### src/rtl/mdu_pkg.sv
// Shared definitions for the iterative multiply/divide unit:
// operation encodings, FSM states and small op-decoding helpers.
package mdu_pkg;

    typedef enum logic [2:0] {
        OP_MULT  = 3'd0,
        OP_MULTU = 3'd1,
        OP_DIV   = 3'd2,
        OP_DIVU  = 3'd3,
        OP_MADD  = 3'd4,
        OP_MADDU = 3'd5,
        OP_MSUB  = 3'd6,
        OP_MSUBU = 3'd7
    } op_e;

    typedef enum logic [1:0] {
        S_IDLE,
        S_MUL,
        S_DIV,
        S_FIX
    } state_e;

    function automatic logic op_is_div(input logic [2:0] code);
        return (code == OP_DIV) || (code == OP_DIVU);
    endfunction

    // Every unsigned variant has an odd encoding.
    function automatic logic op_is_unsigned(input logic [2:0] code);
        return code[0];
    endfunction

endpackage

### src/rtl/mdu_div_core.sv
// Restoring divider on unsigned magnitudes: one quotient bit per cycle,
// WIDTH cycles after start; valid rises once the last bit is formed.
module mdu_div_core
    import mdu_pkg::*;
#(
    parameter int WIDTH = 32
) (
    input  logic             clk,
    input  logic             reset,
    input  logic             start,
    input  logic [WIDTH-1:0] dividend,
    input  logic [WIDTH-1:0] divisor,
    output logic [WIDTH-1:0] quotient,
    output logic [WIDTH-1:0] remainder,
    output logic             valid
);

    localparam int CW = $clog2(WIDTH + 1);

    logic [WIDTH-1:0] den;
    logic [CW-1:0]    steps;
    logic [WIDTH:0]   shifted;
    logic [WIDTH:0]   diff;

    // The dividend shifts out of the quotient register as quotient bits shift in.
    always_comb begin
        shifted = {remainder, quotient[WIDTH-1]};
        diff    = shifted - {1'b0, den};
    end

    always_ff @(posedge clk) begin
        if (reset) begin
            quotient  <= '0;
            remainder <= '0;
            den       <= '0;
            steps     <= '0;
            valid     <= 1'b0;
        end else if (start) begin
            quotient  <= dividend;
            remainder <= '0;
            den       <= divisor;
            steps     <= CW'(WIDTH);
            valid     <= 1'b0;
        end else if (steps != '0) begin
            if (!diff[WIDTH]) begin
                remainder <= diff[WIDTH-1:0];
                quotient  <= {quotient[WIDTH-2:0], 1'b1};
            end else begin
                remainder <= shifted[WIDTH-1:0];
                quotient  <= {quotient[WIDTH-2:0], 1'b0};
            end
            steps <= steps - 1'b1;
            if (steps == CW'(1))
                valid <= 1'b1;
        end
    end

endmodule

### src/rtl/mdu_iter.sv
// Iterative MIPS-style multiply/divide unit with HI/LO registers:
// fixed-latency multiply/accumulate and a bit-serial signed/unsigned divider.
module mdu_iter
    import mdu_pkg::*;
#(
    parameter int WIDTH   = 32,
    parameter int MUL_LAT = 5
) (
    input  logic             clk,
    input  logic             reset,
    input  logic             start,
    input  logic [2:0]       op,
    input  logic [WIDTH-1:0] rs,
    input  logic [WIDTH-1:0] rt,
    input  logic             hilo_we,
    input  logic             hilo_sel,
    input  logic             cancel,
    output logic [WIDTH-1:0] hi,
    output logic [WIDTH-1:0] lo,
    output logic             busy,
    output logic             done
);

    localparam int CMAX = (MUL_LAT - 1 > WIDTH - 1) ? MUL_LAT - 1 : WIDTH - 1;
    localparam int CW   = $clog2(CMAX + 1);

    state_e           state, state_next;
    logic [CW-1:0]    cnt;
    op_e              op_q;
    logic [2*WIDTH-1:0] prod;
    logic             q_neg, r_neg, div_zero;

    logic             accept;
    logic             rs_neg, rt_neg;
    logic [WIDTH-1:0] rs_mag, rt_mag;
    logic [2*WIDTH-1:0] rs_ext, rt_ext;
    logic [WIDTH-1:0] quo, rem, quo_s, rem_s;
    logic             div_valid;
    logic             commit_mul, commit_div, write_div;
    logic [2*WIDTH-1:0] mul_result;

    assign accept = start && !cancel && !hilo_we && (state == S_IDLE);

    always_comb begin
        rs_neg = !op_is_unsigned(op) && rs[WIDTH-1];
        rt_neg = !op_is_unsigned(op) && rt[WIDTH-1];
        rs_mag = rs_neg ? (~rs + 1'b1) : rs;
        rt_mag = rt_neg ? (~rt + 1'b1) : rt;
        rs_ext = {{WIDTH{rs_neg}}, rs};
        rt_ext = {{WIDTH{rt_neg}}, rt};
    end

    mdu_div_core #(
        .WIDTH(WIDTH)
    ) u_div (
        .clk       (clk),
        .reset     (reset),
        .start     (accept && op_is_div(op)),
        .dividend  (rs_mag),
        .divisor   (rt_mag),
        .quotient  (quo),
        .remainder (rem),
        .valid     (div_valid)
    );

    always_ff @(posedge clk) begin
        if (reset)
            state <= S_IDLE;
        else
            state <= state_next;
    end

    always_comb begin
        state_next = state;
        case (state)
            S_IDLE: if (accept) state_next = op_is_div(op) ? S_DIV : S_MUL;
            S_MUL:  if (cnt == '0) state_next = S_IDLE;
            S_DIV:  if (cnt == '0) state_next = S_FIX;
            S_FIX:  state_next = S_IDLE;
            default: state_next = S_IDLE;
        endcase
    end

    always_comb begin
        busy       = (state != S_IDLE);
        commit_mul = (state == S_MUL) && (cnt == '0);
        commit_div = (state == S_FIX);
        write_div  = commit_div && div_valid && !div_zero;
    end

    // Operands are consumed at issue: the product is formed here and only
    // combined with HI/LO at commit, so accumulates see the commit-time value.
    always_ff @(posedge clk) begin
        if (reset) begin
            cnt      <= '0;
            op_q     <= OP_MULT;
            prod     <= '0;
            q_neg    <= 1'b0;
            r_neg    <= 1'b0;
            div_zero <= 1'b0;
        end else if (accept) begin
            op_q     <= op_e'(op);
            prod     <= rs_ext * rt_ext;
            q_neg    <= rs_neg ^ rt_neg;
            r_neg    <= rs_neg;
            div_zero <= (rt == '0);
            cnt      <= op_is_div(op) ? CW'(WIDTH - 1) : CW'(MUL_LAT - 1);
        end else if ((state == S_MUL || state == S_DIV) && cnt != '0) begin
            cnt <= cnt - 1'b1;
        end
    end

    always_comb begin
        quo_s = q_neg ? (~quo + 1'b1) : quo;
        rem_s = r_neg ? (~rem + 1'b1) : rem;
        case (op_q)
            OP_MADD, OP_MADDU: mul_result = {hi, lo} + prod;
            OP_MSUB, OP_MSUBU: mul_result = {hi, lo} - prod;
            default:           mul_result = prod;
        endcase
    end

    always_ff @(posedge clk) begin
        if (reset) begin
            hi <= '0;
            lo <= '0;
        end else if (hilo_we && !cancel) begin
            if (hilo_sel)
                lo <= rs;
            else
                hi <= rs;
        end else if (commit_mul) begin
            {hi, lo} <= mul_result;
        end else if (write_div) begin
            hi <= rem_s;
            lo <= quo_s;
        end
    end

    always_ff @(posedge clk) begin
        if (reset)
            done <= 1'b0;
        else
            done <= commit_mul || commit_div;
    end

endmodule

### config.mk
export PLATFORM = sky130hd
export DESIGN_NAME = mdu_iter
export DESIGN_NICKNAME = d
export VERILOG_FILES = /design/src/rtl/mdu_pkg.sv /design/src/rtl/mdu_div_core.sv /design/src/rtl/mdu_iter.sv
export SDC_FILE = /design/constraint.sdc
export NUM_CORES = 2
export LEC_CHECK = 0
export ABC_CLOCK_PERIOD_IN_PS = 24000
export CORE_ASPECT_RATIO = 1.75
export CORE_UTILIZATION = 45
export CTS_CLUSTER_DIAMETER = 30
export CTS_CLUSTER_SIZE = 10
export DETAILED_ROUTE_END_ITERATION = 6
export PLACE_DENSITY = 0.59
export SYNTH_ARGS = -nofsm -noshare
export SYNTH_HDL_FRONTEND = slang
export SYNTH_SLANG_ARGS = --single-unit
### constraint.sdc
create_clock -name clk -period 24 [get_ports clk]
set_input_delay 4.8 -clock clk [delete_from_list [all_inputs] [get_ports clk]]
set_output_delay 4.8 -clock clk [all_outputs]
set_load 0.03 [all_outputs]
==> results.txt <==
status: finished, violations left
failing checks: DRC
Via density: 5.78
TritonCTS Buffers: 37
CP endpoint kind: flop
setup_tns: 0 ps
Max-Cap Viols: 0
Most used DFF post-synth: dfxtp_1
I/O pin cnt: 139
Storage cell area: 4880 um2
share of layout cells above drive strength 1: 3.80%
FP Rows: 174
multi-input logic area: 47100 um2
Core Box Area: 128000 um2
routed wire length: 212000 um
critical path type: in -> reg
Min Hold Slack: 447 ps
slew at the pin closest to its max-slew limit: 1410 ps
ys async rst share: 0%
Clk Latency, worst-skew pair: 590 ps
Post-Syn Instances: 6953
max incr delay on CP: 1290 ps
syn_area_per_cell: 8.35 um2
final net count: 8313
clock transition at the registers of the reported paths: 60 ps
flop and latch count out of synthesis: 244
Fin. Hold Viols: 0
fin crit share: 61.6%
total grt overflow: 0
Post-synth EDFFs: 0
post-layout instance area: 61700 um2
Die Span X: 274 um
CTS tree: built
area delta synth->final: 6.16%
first-pass GRT wire length: 320000 um
DP Wirelength: 160000 um
commonest non-fill, non-tap cells in the layout: inv_1, fa_1, nand2_1
Worst Path Buf+Inv: 6
Hold Crit Class: reg -> reg
Max Clock Freq: 67.6 MHz
setup bufs post-CTS: 0
Slew Limit Fails: 0
ANT nets after route: 0
vias in the first global route: 52300
DRT Pass-1 Iters: 7
CP top delay family: adder cells
Starting DRT DRC Count: 3977
via count: 49100
Chip Height: 477 um
CP required: 24480 ps
Resize count post-CTS: 0
library cells used by synthesis: 85
arrival time worst endpoint: 15270 ps
most common cell after layout, fill and taps aside: inv_1
IO Port Bufs: 138
Placement Cell Area: 60500 um2
worst-path fanout max: 27
initial antenna violation count: 16
wire per inst: 24.9 um
pre-CTS setup slack: 8560 ps
RePlAce Congestion: 0.983
H-tree depth: 2
synth warn: 0
Crit-path slowest cell: fa_1
Seq/Total Area, Yosys: 8.41%
die area: 131000 um2
Fin Clk Skew: 31.0 ps
starting density of the core: 45.3%
final worst slack: 9210 ps
final worst path period need: 14790 ps
RSZ-0062 raised after global routing: no
DRC: 2
CTS max path bufs: 3
CTS root buf: clkbuf_16
Setup violations, final: 0
syn nets: 8473
hold-fix buffers at CTS: 0
CTS sink cnt: 244
CP dominant cell by count: fa_1
Cell Area, Synth: 58100 um2
max_slew headroom: 5.51%
Startpoint Class: primary input
fillers: 12700
All-Layer GR Usage: 32.9%
largest net degree at the start of global routing: 176
-- layer usage --
layer	vias up	GRT usage [%]	wire length, um
li1	21500	-	-
met1	24800	36.7	75500
met2	1982	58.2	107000
met3	713	3.95	13000
met4	2	21.9	16500
met5	-	0	20
-- layout make-up --
cell class / count / share of cell area [%]
antenna: 8 / 0.0325
clock buffer: 47 / 1.64
multi-input combinational: 5080 / 76.5
sequential: 244 / 7.92
clock inverter: 14 / 0.237
tap: 1672 / 3.39
timing repair buffer: 241 / 3.09
inverter: 1189 / 7.24
-- path summary, 6_finish.rpt --
check                     start       endpoint  slack [ps]  depth (start not counted)
setup / recovery          op[0]       prod[60]        9210                         26
hold reg to reg   u_div.den[31]  u_div.den[31]         450                          2
setup reg to reg        prod[2]         hi[30]       17610                         18
hold / removal    u_div.den[31]  u_div.den[31]         450                          2
-- worst reg2reg max path, cell delays in order, from the launching register on --
cell,delay [ps]
dfxtp_1,400
or4_1,630
nor4_1,400
and2_1,340
nand2_1,240
nor4_2,630
inv_1,120
o21ai_0,210
xor2_1,110
ha_1,440
nand2_1,100
nor3_1,440
nor4b_1,410
o21ai_0,390
a31oi_1,470
o21ai_0,330
a21oi_1,310
mux2i_1,220
nand3_1,80
-- kinds of logic (layout without fill, tap and decap cells) --
logic type / count (synthesis) / in the layout / synth area share, %
and+or+nand+nor: 2227 / 2227 / 18.0
buffers and inverters: 1629 / 1491 / 10.5
adders and majority gates: 1447 / 1447 / 45.7
AOI/OAI and AO/OA: 1044 / 1044 / 11.8
xor gates and xnor gates: 317 / 317 / 4.78
DFF: 244 / 244 / 8.41
muxes: 45 / 45 / 0.782
other: 0 / 8 / 0
-- state kept, by name (all words and copies together), names as in the netlist, 5 cells and up --
name / count
prod: 64
u_div.remainder: 32
cnt: 5
hi: 32
u_div.den: 32
u_div.quotient: 32
u_div.steps: 6
lo: 32
-- cell usage after synthesis, types with 90 or more instances --
library cell  count  area share (%)
nor2_1          368             2.4
nand2_1        1022             6.6
xnor2_1         190             2.9
o21ai_0         176             1.5
xor2_1          127             1.9
and2_1          412             4.4
dfxtp_1         244             8.4
inv_1          1187             7.7
nor3_1           90            0.78
a211oi_1        105             1.4
ha_1            320             6.9
fa_1           1127              39
clkbuf_1        366             2.4
a21oi_1         302             2.6
-- stage by stage --
| stage | utilization (%) | std cells |
|---|---|---|
| 3_5_place_dp | 47.2 | 8426 |
| 5_1_grt | 48.1 | 8488 |
| 3_3_place_gp | 47.2 | 8426 |
| 4_1_cts | 48.1 | 8487 |
| 2_1_floorplan | - | 6953 |
| 6_report | 48.1 | 8495 |
Power is left out: the tool's default activity adds up to more than one toggle a clock period on the data nets, which glitch-free logic cannot reach.
